[config.mk]
export PLATFORM = sky130hd
export DESIGN_NAME = maxpool_ctrl
export DESIGN_NICKNAME = d
export VERILOG_FILES = /design/src/rtl/maxpool_pkg.sv /design/src/rtl/pool_max4.sv /design/src/rtl/maxpool_ctrl.sv
export SDC_FILE = /design/constraint.sdc
export NUM_CORES = 1
export LEC_CHECK = 0
export BUFFER_PORTS_ARGS = -buffer_cell sky130_fd_sc_hd__buf_2
export CORE_ASPECT_RATIO = 1.5
export CORE_MARGIN = 1.5
export CORE_UTILIZATION = 63
export CTS_BUF_LIST = sky130_fd_sc_hd__clkbuf_16
export DETAILED_ROUTE_END_ITERATION = 8
export HOLD_SLACK_MARGIN = 0.1
export PLACE_DENSITY = 0.87
export SLEW_MARGIN = 0
export SYNTH_ARGS = -nofsm -noshare
export SYNTH_HDL_FRONTEND = slang
export SYNTH_SLANG_ARGS = --single-unit
[constraint.sdc]
create_clock -name clk -period 6.4 [get_ports clk]
set_clock_uncertainty 0.2 [all_clocks]
set_input_delay 1.28 -clock clk [delete_from_list [all_inputs] [get_ports clk]]
set_output_delay 1.28 -clock clk [all_outputs]
set_load 0.005 [all_outputs]
[src/rtl/maxpool_pkg.sv]
// Shared definitions for the 2x2 max-pooling controller: default geometry and FSM encoding.
package maxpool_pkg;

  localparam int DEF_DATA_W = 5;
  localparam int DEF_IMG_W  = 8;
  localparam int DEF_IMG_H  = 8;
  localparam int DEF_ADDR_W = 6;

  typedef enum logic [2:0] {
    S_IDLE  = 3'd0,
    S_FETCH = 3'd1,
    S_CMP   = 3'd2,
    S_OUT   = 3'd3,
    S_DONE  = 3'd4
  } state_t;

endpackage

[src/rtl/pool_max4.sv]
// Combinational unsigned maximum of four pixels, used as the compare datapath.
module pool_max4
  import maxpool_pkg::*;
#(
  parameter int DATA_W = DEF_DATA_W
) (
  input  logic [DATA_W-1:0] a,
  input  logic [DATA_W-1:0] b,
  input  logic [DATA_W-1:0] c,
  input  logic [DATA_W-1:0] d,
  output logic [DATA_W-1:0] y
);

  logic [DATA_W-1:0] m_ab;
  logic [DATA_W-1:0] m_cd;

  always_comb begin
    m_ab = (a > b) ? a : b;
    m_cd = (c > d) ? c : d;
    y    = (m_ab > m_cd) ? m_ab : m_cd;
  end

endmodule

[src/rtl/maxpool_ctrl.sv]
// 2x2 stride-2 max-pooling controller: walks a row-major feature map in memory,
// fetches each window, and hands out one pooled pixel per valid/ready handshake.
module maxpool_ctrl
  import maxpool_pkg::*;
#(
  parameter int DATA_W = DEF_DATA_W,
  parameter int IMG_W  = DEF_IMG_W,
  parameter int IMG_H  = DEF_IMG_H,
  parameter int ADDR_W = DEF_ADDR_W
) (
  input  logic              clk,
  input  logic              rst_n,
  input  logic              start,
  output logic              mem_rd_en,
  output logic [ADDR_W-1:0] mem_addr,
  input  logic [DATA_W-1:0] mem_rdata,
  output logic              out_valid,
  input  logic              out_ready,
  output logic [DATA_W-1:0] out_data,
  output logic [ADDR_W-1:0] out_idx,
  output logic              busy,
  output logic              maxPoolingDone
);

  localparam logic [ADDR_W-1:0] ROW1    = ADDR_W'(IMG_W);
  localparam logic [ADDR_W-1:0] ROW2    = ADDR_W'(2 * IMG_W);
  localparam logic [ADDR_W-1:0] WC_LAST = ADDR_W'(IMG_W / 2 - 1);
  localparam logic [ADDR_W-1:0] WR_LAST = ADDR_W'(IMG_H / 2 - 1);

  state_t            state;
  state_t            state_nx;
  logic [1:0]        cnt;
  logic              vld_p1;
  logic [1:0]        sel_p1;
  logic [DATA_W-1:0] win [4];
  logic [DATA_W-1:0] win_max;
  logic [ADDR_W-1:0] wr;
  logic [ADDR_W-1:0] wc;
  logic [ADDR_W-1:0] base;
  logic [ADDR_W-1:0] offs;
  logic              hs;
  logic              last_win;

  assign hs       = out_valid && out_ready;
  assign last_win = (wr == WR_LAST) && (wc == WC_LAST);

  pool_max4 #(.DATA_W(DATA_W)) u_max (
    .a (win[0]),
    .b (win[1]),
    .c (win[2]),
    .d (win[3]),
    .y (win_max)
  );

  always_ff @(posedge clk or negedge rst_n) begin
    if (!rst_n) state <= S_IDLE;
    else        state <= state_nx;
  end

  // CMP holds until the read issued in the last FETCH cycle has been captured.
  always_comb begin
    state_nx = state;
    unique case (state)
      S_IDLE:  if (start) state_nx = S_FETCH;
      S_FETCH: if (cnt == 2'd3) state_nx = S_CMP;
      S_CMP:   if (!vld_p1) state_nx = S_OUT;
      S_OUT:   if (hs) state_nx = last_win ? S_DONE : S_FETCH;
      S_DONE:  state_nx = S_IDLE;
      default: state_nx = S_IDLE;
    endcase
  end

  always_comb begin
    base           = ROW2 * wr + (wc << 1);
    offs           = (cnt[1] ? ROW1 : '0) + ADDR_W'(cnt[0]);
    mem_addr       = base + offs;
    mem_rd_en      = (state == S_FETCH);
    busy           = (state != S_IDLE);
    maxPoolingDone = (state == S_DONE);
  end

  // p1: read data arrives one cycle after its strobe and lands in the slot it was issued for
  always_ff @(posedge clk or negedge rst_n) begin
    if (!rst_n) begin
      cnt       <= 2'd0;
      vld_p1    <= 1'b0;
      sel_p1    <= 2'd0;
      for (int i = 0; i < 4; i++) win[i] <= '0;
      wr        <= '0;
      wc        <= '0;
      out_idx   <= '0;
      out_data  <= '0;
      out_valid <= 1'b0;
    end else begin
      cnt    <= (state == S_FETCH) ? cnt + 2'd1 : 2'd0;
      vld_p1 <= mem_rd_en;
      sel_p1 <= cnt;
      if (vld_p1) win[sel_p1] <= mem_rdata;
      if (state == S_IDLE && start) begin
        wr      <= '0;
        wc      <= '0;
        out_idx <= '0;
      end
      if (state == S_CMP && !vld_p1) begin
        out_data  <= win_max;
        out_valid <= 1'b1;
      end
      if (state == S_OUT && hs) begin
        out_valid <= 1'b0;
        out_idx   <= out_idx + ADDR_W'(1);
        if (wc == WC_LAST) begin
          wc <= '0;
          wr <= wr + ADDR_W'(1);
        end else begin
          wc <= wc + ADDR_W'(1);
        end
      end
    end
  end

endmodule
==> reports/results.txt, run 1 <==
Ys Warns: 0
Count of different cell masters after synthesis: 45
Clk buf depth: 2
Max-slew violations: 0
Share of Yosys cell area claimed by the top area cell type: 0.463
Filler instances: 292
Most numerous cell in the Yosys netlist: dfrtp_1
Crit path launch type: flop
PostCTS Resize Cnt: 0
Worst Setup End Kind: flop
Syn Std Cell Area: 2810 sq um
WS Path Type: reg -> reg
Share of cells above drive strength 1: 0.236
Num CTS Buffers: 5
Avg Inst Size Synth: 10.6 sq um
Final number of hold-violating endpoints: 0
Cts hold-fix bufs: 0
IO Pins: 30
TNS Setup: 0 ns
IO Port Bufs: 29
CP arrival: 3.47 ns
Die W: 57.5 um
Vias: 2,183
Post-CTS Setup Repair Bufs: 0
Root Buffer: clkbuf_16
Number of routed nets with antenna violations: 0
DRC: 0
Final min period: 3.50 ns
Wirelength, routed: 6100 um
Max FO, Critical Path: 5
Asr flop ratio synth: 1.00
Starting Density: 0.662
Gp weighted congestion: 0.989
Leak: 0.00152 uW
Slew margin rel.: 0.340
Post-synth EDFFs: 0
Power Density: 548 nW/um^2
Top_reg_cell synth: dfrtp_1
Synth area leaders: dfrtp_1 (46%), mux2_2 (9.2%), ha_1 (8.9%)
Die area: 4880 sq um
Cell taking the most area after synthesis: dfrtp_1
Most common library cells after synthesis: dfrtp_1 (52), mux2_2 (23), o21ai_0 (23)
Vias/cell: 6.36
Iter 0 DRT Violations: 69
Post-route cell area: 3140 sq um
Total power: 1720 uW
Grt ovf: 0
Vias in the first global route: 2,317
Sequential share of the synthesized area: 0.463
Largest net degree at the start of global routing: 53
Required time of the critical path: 6.37 ns
First-pass iteration count of the detailed router: 5
Hold Crit Class: reg -> reg
Worst-Margin Slew: 0.987 ns
First-pass GRT wire length: 10,500 um
Clock slew at reported path FFs: 0.07 ns
Synth Net Count: 296
Clock sink total: 52
TritonCTS clock tree: done
Status: finished clean
Htree depth: 2
Core Region: 4250 sq um
Synthesized flop and latch total: 52
Post-DP HPWL: 4290 um
Antenna violations before repair: 0
Die Span Y: 84.8 um
Total Routing Usage GR: 0.275
Max-cap violations: 0
Peak supply drop: 0.000445 V
Average wire per standard cell: 17.8 um
Mapped Cells: 266
Area Growth Syn to Fin: 11.7%
Worst-skew pair later-pin latency: 0.28 ns
Placed inst area: 2970 sq um
Hold Slack: 0.243 ns
Fin crit share: 0.547
Finished Core Util: 0.739
RSZ-0062 raised after global routing: false
Row count: 29
Final setup violation count: 0
Fmax achieved: 0.286 GHz
Nets: 326
ANT cells: 0
## area by class of cell
type / instances / area, sq um / area share
Tap cell: 46 / 57.6 / 0.0183
Clock inverter: 3 / 37.5 / 0.0120
Inverter: 19 / 71.3 / 0.0227
Sequential cell: 52 / 1300 / 0.415
Clock buffer: 5 / 125 / 0.0399
Timing Repair Buffer: 30 / 153 / 0.0487
Multi-Input combinational cell: 188 / 1390 / 0.444
## stage by stage
step | std cells | setup slack (ns)
floorplan | 266 | 3.36
global placement | 335 | 3.21
detailed placement | 335 | 3.08
CTS | 343 | 2.98
global route | 343 | 2.65
finish | 343 | 2.90
## report_power, final
| part | switching [uW] | internal (uW) |
|---|---|---|
| clock | 114 | 182 |
| sequential | 107 | 447 |
| combinational | 477 | 392 |
## layout by cell type (no fill, tap or decap), drive strengths merged, types with 5 or more instances in the layout
cell type / n
ha: 20
mux2: 24
nand3: 12
dfrtp: 52
o21ai: 27
inv: 19
nand4: 6
nor2: 20
a21oi: 10
buf: 30
nand2: 22
clkbuf: 5
## worst max-delay path: stages (launching register included)
cell     delay [ns]
dfrtp_1        0.38
inv_1          0.06
ha_1           0.32
a21oi_1        0.14
o21ai_0        0.17
o22ai_2        0.31
mux2_2         0.40
ha_1           0.31
o21ai_0        0.15
a21oi_1        0.06
o31ai_1        0.40
nor2_1         0.16
a221o_1        0.31
## state kept, by name, summed over array words and instances, names as in the netlist
signal	count
win	20
out_idx	6
wc	6
wr	6
out_data	5
state	3
cnt	2
sel_p1	2
out_valid	1
vld_p1	1
## logic make-up after synthesis
logic type / share of synthesized area
XOR/XNOR: 0.0125
adder cells (fa/ha/maj): 0.0962
buffers and inverters: 0.0414
flip-flops: 0.463
AND/OR/NAND/NOR: 0.151
AO/OA/AOI/OAI: 0.124
multiplexers: 0.112
## per-layer routing
metal	global-route usage	part of all wire
met2	0.502	0.55
met5	0	0
met3	0.0370	0.037
met1	0.313	0.38
met4	0.112	0.030
## path summary, 6_finish.rpt
path	cells after the start	startpoint	end	slack, ns
worst max-delay path	12	win[14]$_DFFE_PN0P_	out_data[2]$_DFFE_PN0P_	2.90
worst min-delay path	0	cnt[0]$_DFF_PN0_	sel_p1[0]$_DFF_PN0_	0.24
worst max register to register	12	win[14]$_DFFE_PN0P_	out_data[2]$_DFFE_PN0P_	2.90
worst min register to register	0	cnt[0]$_DFF_PN0_	sel_p1[0]$_DFF_PN0_	0.24
max in group asynchronous	2	rst_n	out_data[3]$_DFFE_PN0P_	4.67
min in group asynchronous	2	rst_n	win[7]$_DFFE_PN0P_	0.89
No activity file was read; power rests on OpenSTA's default activity.
==> run 2: changes to the inputs <==
CORE_UTILIZATION = 53   (was 63)
PLACE_DENSITY = 0.78   (was 0.87)
clock period = 3.15 ns   (was 6.4 ns; I/O delays follow)
==> run 2 against run 1 <==
Effect of this change:
- non-clock buffer count is 19 higher
- the run now ends with negative setup slack left
- combinational power increased to 3.6 times the previous value
- power increased to 2.9 times the previous value
- highest routed layer unchanged
- core utilization is 3.5 points lower
- worst hold slack worse by 0.014 ns
- sequential cell count stayed put
- die area rose by 18%
- clock power rose by 100%
- critical endpoint is now out_data[0]$_DFFE_PN0P_
- critical path depth increased by 1
- routed wire length increased by 15%
==> reports/results.txt, run 2 (synthesis gave the netlist of run 1 again) <==
Share of cells above drive strength 1: 0.389
IO Pins: 30
Starting Density: 0.548
TNS Setup: -0.509 ns
Die Span Y: 92.2 um
Core Region: 5120 sq um
Total Routing Usage GR: 0.236
IO Port Bufs: 29
WS Path Type: reg -> reg
Sequential share of power: 0.236
Top reg by flops: win
Die W: 62.4 um
Clock network fraction of total power: 0.123
Htree depth: 2
Number of routed nets with antenna violations: 0
Nets: 345
Status: complete, but fails checks
Failing checks: negative setup slack
Grt ovf: 0
Combinational share of power: 0.640
ANT cells: 0
Fmax achieved: 0.306 GHz
Max FFs per register: 20
Row count: 32
Placed cells: 363
Wirelength, routed: 7040 um
Clk buf depth: 2
Final number of hold-violating endpoints: 0
Root Buffer: clkbuf_16
Worst Setup End Kind: flop
PnR worst setup slack: -0.113 ns
Max FO, Critical Path: 5
Gp weighted congestion: 0.837
Final setup violation count: 5
Filler instances: 370
Finished Core Util: 0.704
Crit path launch type: flop
Num CTS Buffers: 5
Cts hold-fix bufs: 0
Fin crit share: 1.04
Most frequent cells in the layout: dfrtp_1 (52), buf_2 (29), nand2_1 (21)
Largest net degree at the start of global routing: 53
Antenna violations before repair: 0
Clock sink total: 52
P_sw: 2030 uW
Peak supply drop: 0.000526 V
Layout Cells excl Fill: 384
DRC: 0
Clock slew at reported path FFs: 0.07 ns
Slew margin rel.: 0.367
Crit-path max cell delay: 0.38 ns
Average wire per standard cell: 18.3 um
CP arrival: 3.24 ns
Vias: 2,253
Post-DP HPWL: 4260 um
Die area: 5750 sq um
Worst-Margin Slew: 0.947 ns
First-pass iteration count of the detailed router: 4
Sw Ratio: 0.413
Vias/cell: 5.87
Vias in the first global route: 2,208
Hold Crit Class: reg -> reg
Most common cell after layout, fill and taps aside: dfrtp_1
Crit path max-delay family: compound AO/OA/AOI/OAI gates
First-pass GRT wire length: 10,600 um
Final min period: 3.26 ns
Leak: 0.00163 uW
TritonCTS clock tree: done
Power Density: 1360 nW/um^2
Area Growth Syn to Fin: 28.4%
Worst-path cell chain: inv_1, ha_4, a21oi_1, o221ai_4, o21ai_4, mux2i_4, ha_4, o21ai_2, a21oi_1, o31ai_4, or2_4, o21ai_2, a31o_2
Critical path buffers and inverters: 1
Max-cap violations: 0
Required time of the critical path: 3.13 ns
Worst path slowest cell: dfrtp_1
Max-slew violations: 0
Worst-skew pair later-pin latency: 0.29 ns
RSZ-0062 raised after global routing: true
Internal Power: 2880 uW
Iter 0 DRT Violations: 113
## run 2: power by group through the flow
stage | Combinational [uW] | Sequential (uW) | Clock [uW]
6_report | 3140 | 1160 | 604
5_1_grt | 3350 | 1190 | 637
4_1_cts | 2270 | 1110 | 608
3_5_place_dp | 1800 | 1110 | 0
3_3_place_gp | 1730 | 1100 | 0
2_1_floorplan | 1320 | 1060 | 0
## run 2: worst register-to-register path, stage by stage, from the launching register on
cell and delay [ns]:
dfrtp_1 0.38, inv_1 0.11, ha_4 0.23, a21oi_1 0.25, o221ai_4 0.17, o21ai_4 0.16, mux2i_4 0.36, ha_4 0.25
o21ai_2 0.16, a21oi_1 0.11, o31ai_4 0.31, or2_4 0.18, o21ai_2 0.05, a31o_2 0.22
## run 2: cell type report
cell class                      count  area, sq um  area share
Multi-Input combinational cell    188         1680       0.466
Clock inverter                      3         38.8      0.0108
Tap cell                           68         85.1      0.0236
Clock buffer                        5          125      0.0347
Inverter                           19         71.3      0.0198
Sequential cell                    52         1300       0.361
Timing Repair Buffer               49          303      0.0840
## run 2: what timing repair did
action | in CTS | in global routing
endpoints found under the setup margin | 5 | 5
setup buffers | 7 | 8
resized for setup | 20 | 31
pin swaps | 9 | 17
## run 2: metal layers
layer | global-route usage | wire length (um) | share of wire | vias up
met2 | 0.436 | 3860 | 0.55 | 63
met1 | 0.272 | 2740 | 0.39 | 1123
li1 | - | - | - | 1051
met5 | 0 | 0 | 0 | -
met4 | 0.0870 | 189 | 0.027 | 0
met3 | 0.0344 | 250 | 0.036 | 16
## run 2: worst paths after layout
check / from / end / slack (ns) / depth (start not counted)
worst max-delay path: win[4]$_DFFE_PN0P_ / out_data[0]$_DFFE_PN0P_ / -0.11 / 13
max in group asynchronous: rst_n / out_idx[1]$_DFFE_PN0P_ / 2.05 / 2
min in group asynchronous: rst_n / win[9]$_DFFE_PN0P_ / 0.25 / 2
worst min-delay path: cnt[1]$_DFF_PN0_ / sel_p1[1]$_DFF_PN0_ / 0.23 / 0
worst min register to register: cnt[1]$_DFF_PN0_ / sel_p1[1]$_DFF_PN0_ / 0.23 / 0
worst max register to register: win[4]$_DFFE_PN0P_ / out_data[0]$_DFFE_PN0P_ / -0.11 / 13
## run 2: metrics by stage
| step | worst slack [ns] | hold WS, ns | area (sq um) | power [uW] |
|---|---|---|---|---|
| global placement | 0.0205 | 0.221 | 3050 | 2840 |
| floorplan | 0.112 | 0.134 | 2810 | 2390 |
| global route | -0.232 | 0.252 | 3610 | 5180 |
| finish | -0.113 | 0.229 | 3610 | 4900 |
| detailed placement | -0.179 | 0.226 | 3050 | 2920 |
| CTS | 0.0126 | 0.240 | 3380 | 3990 |
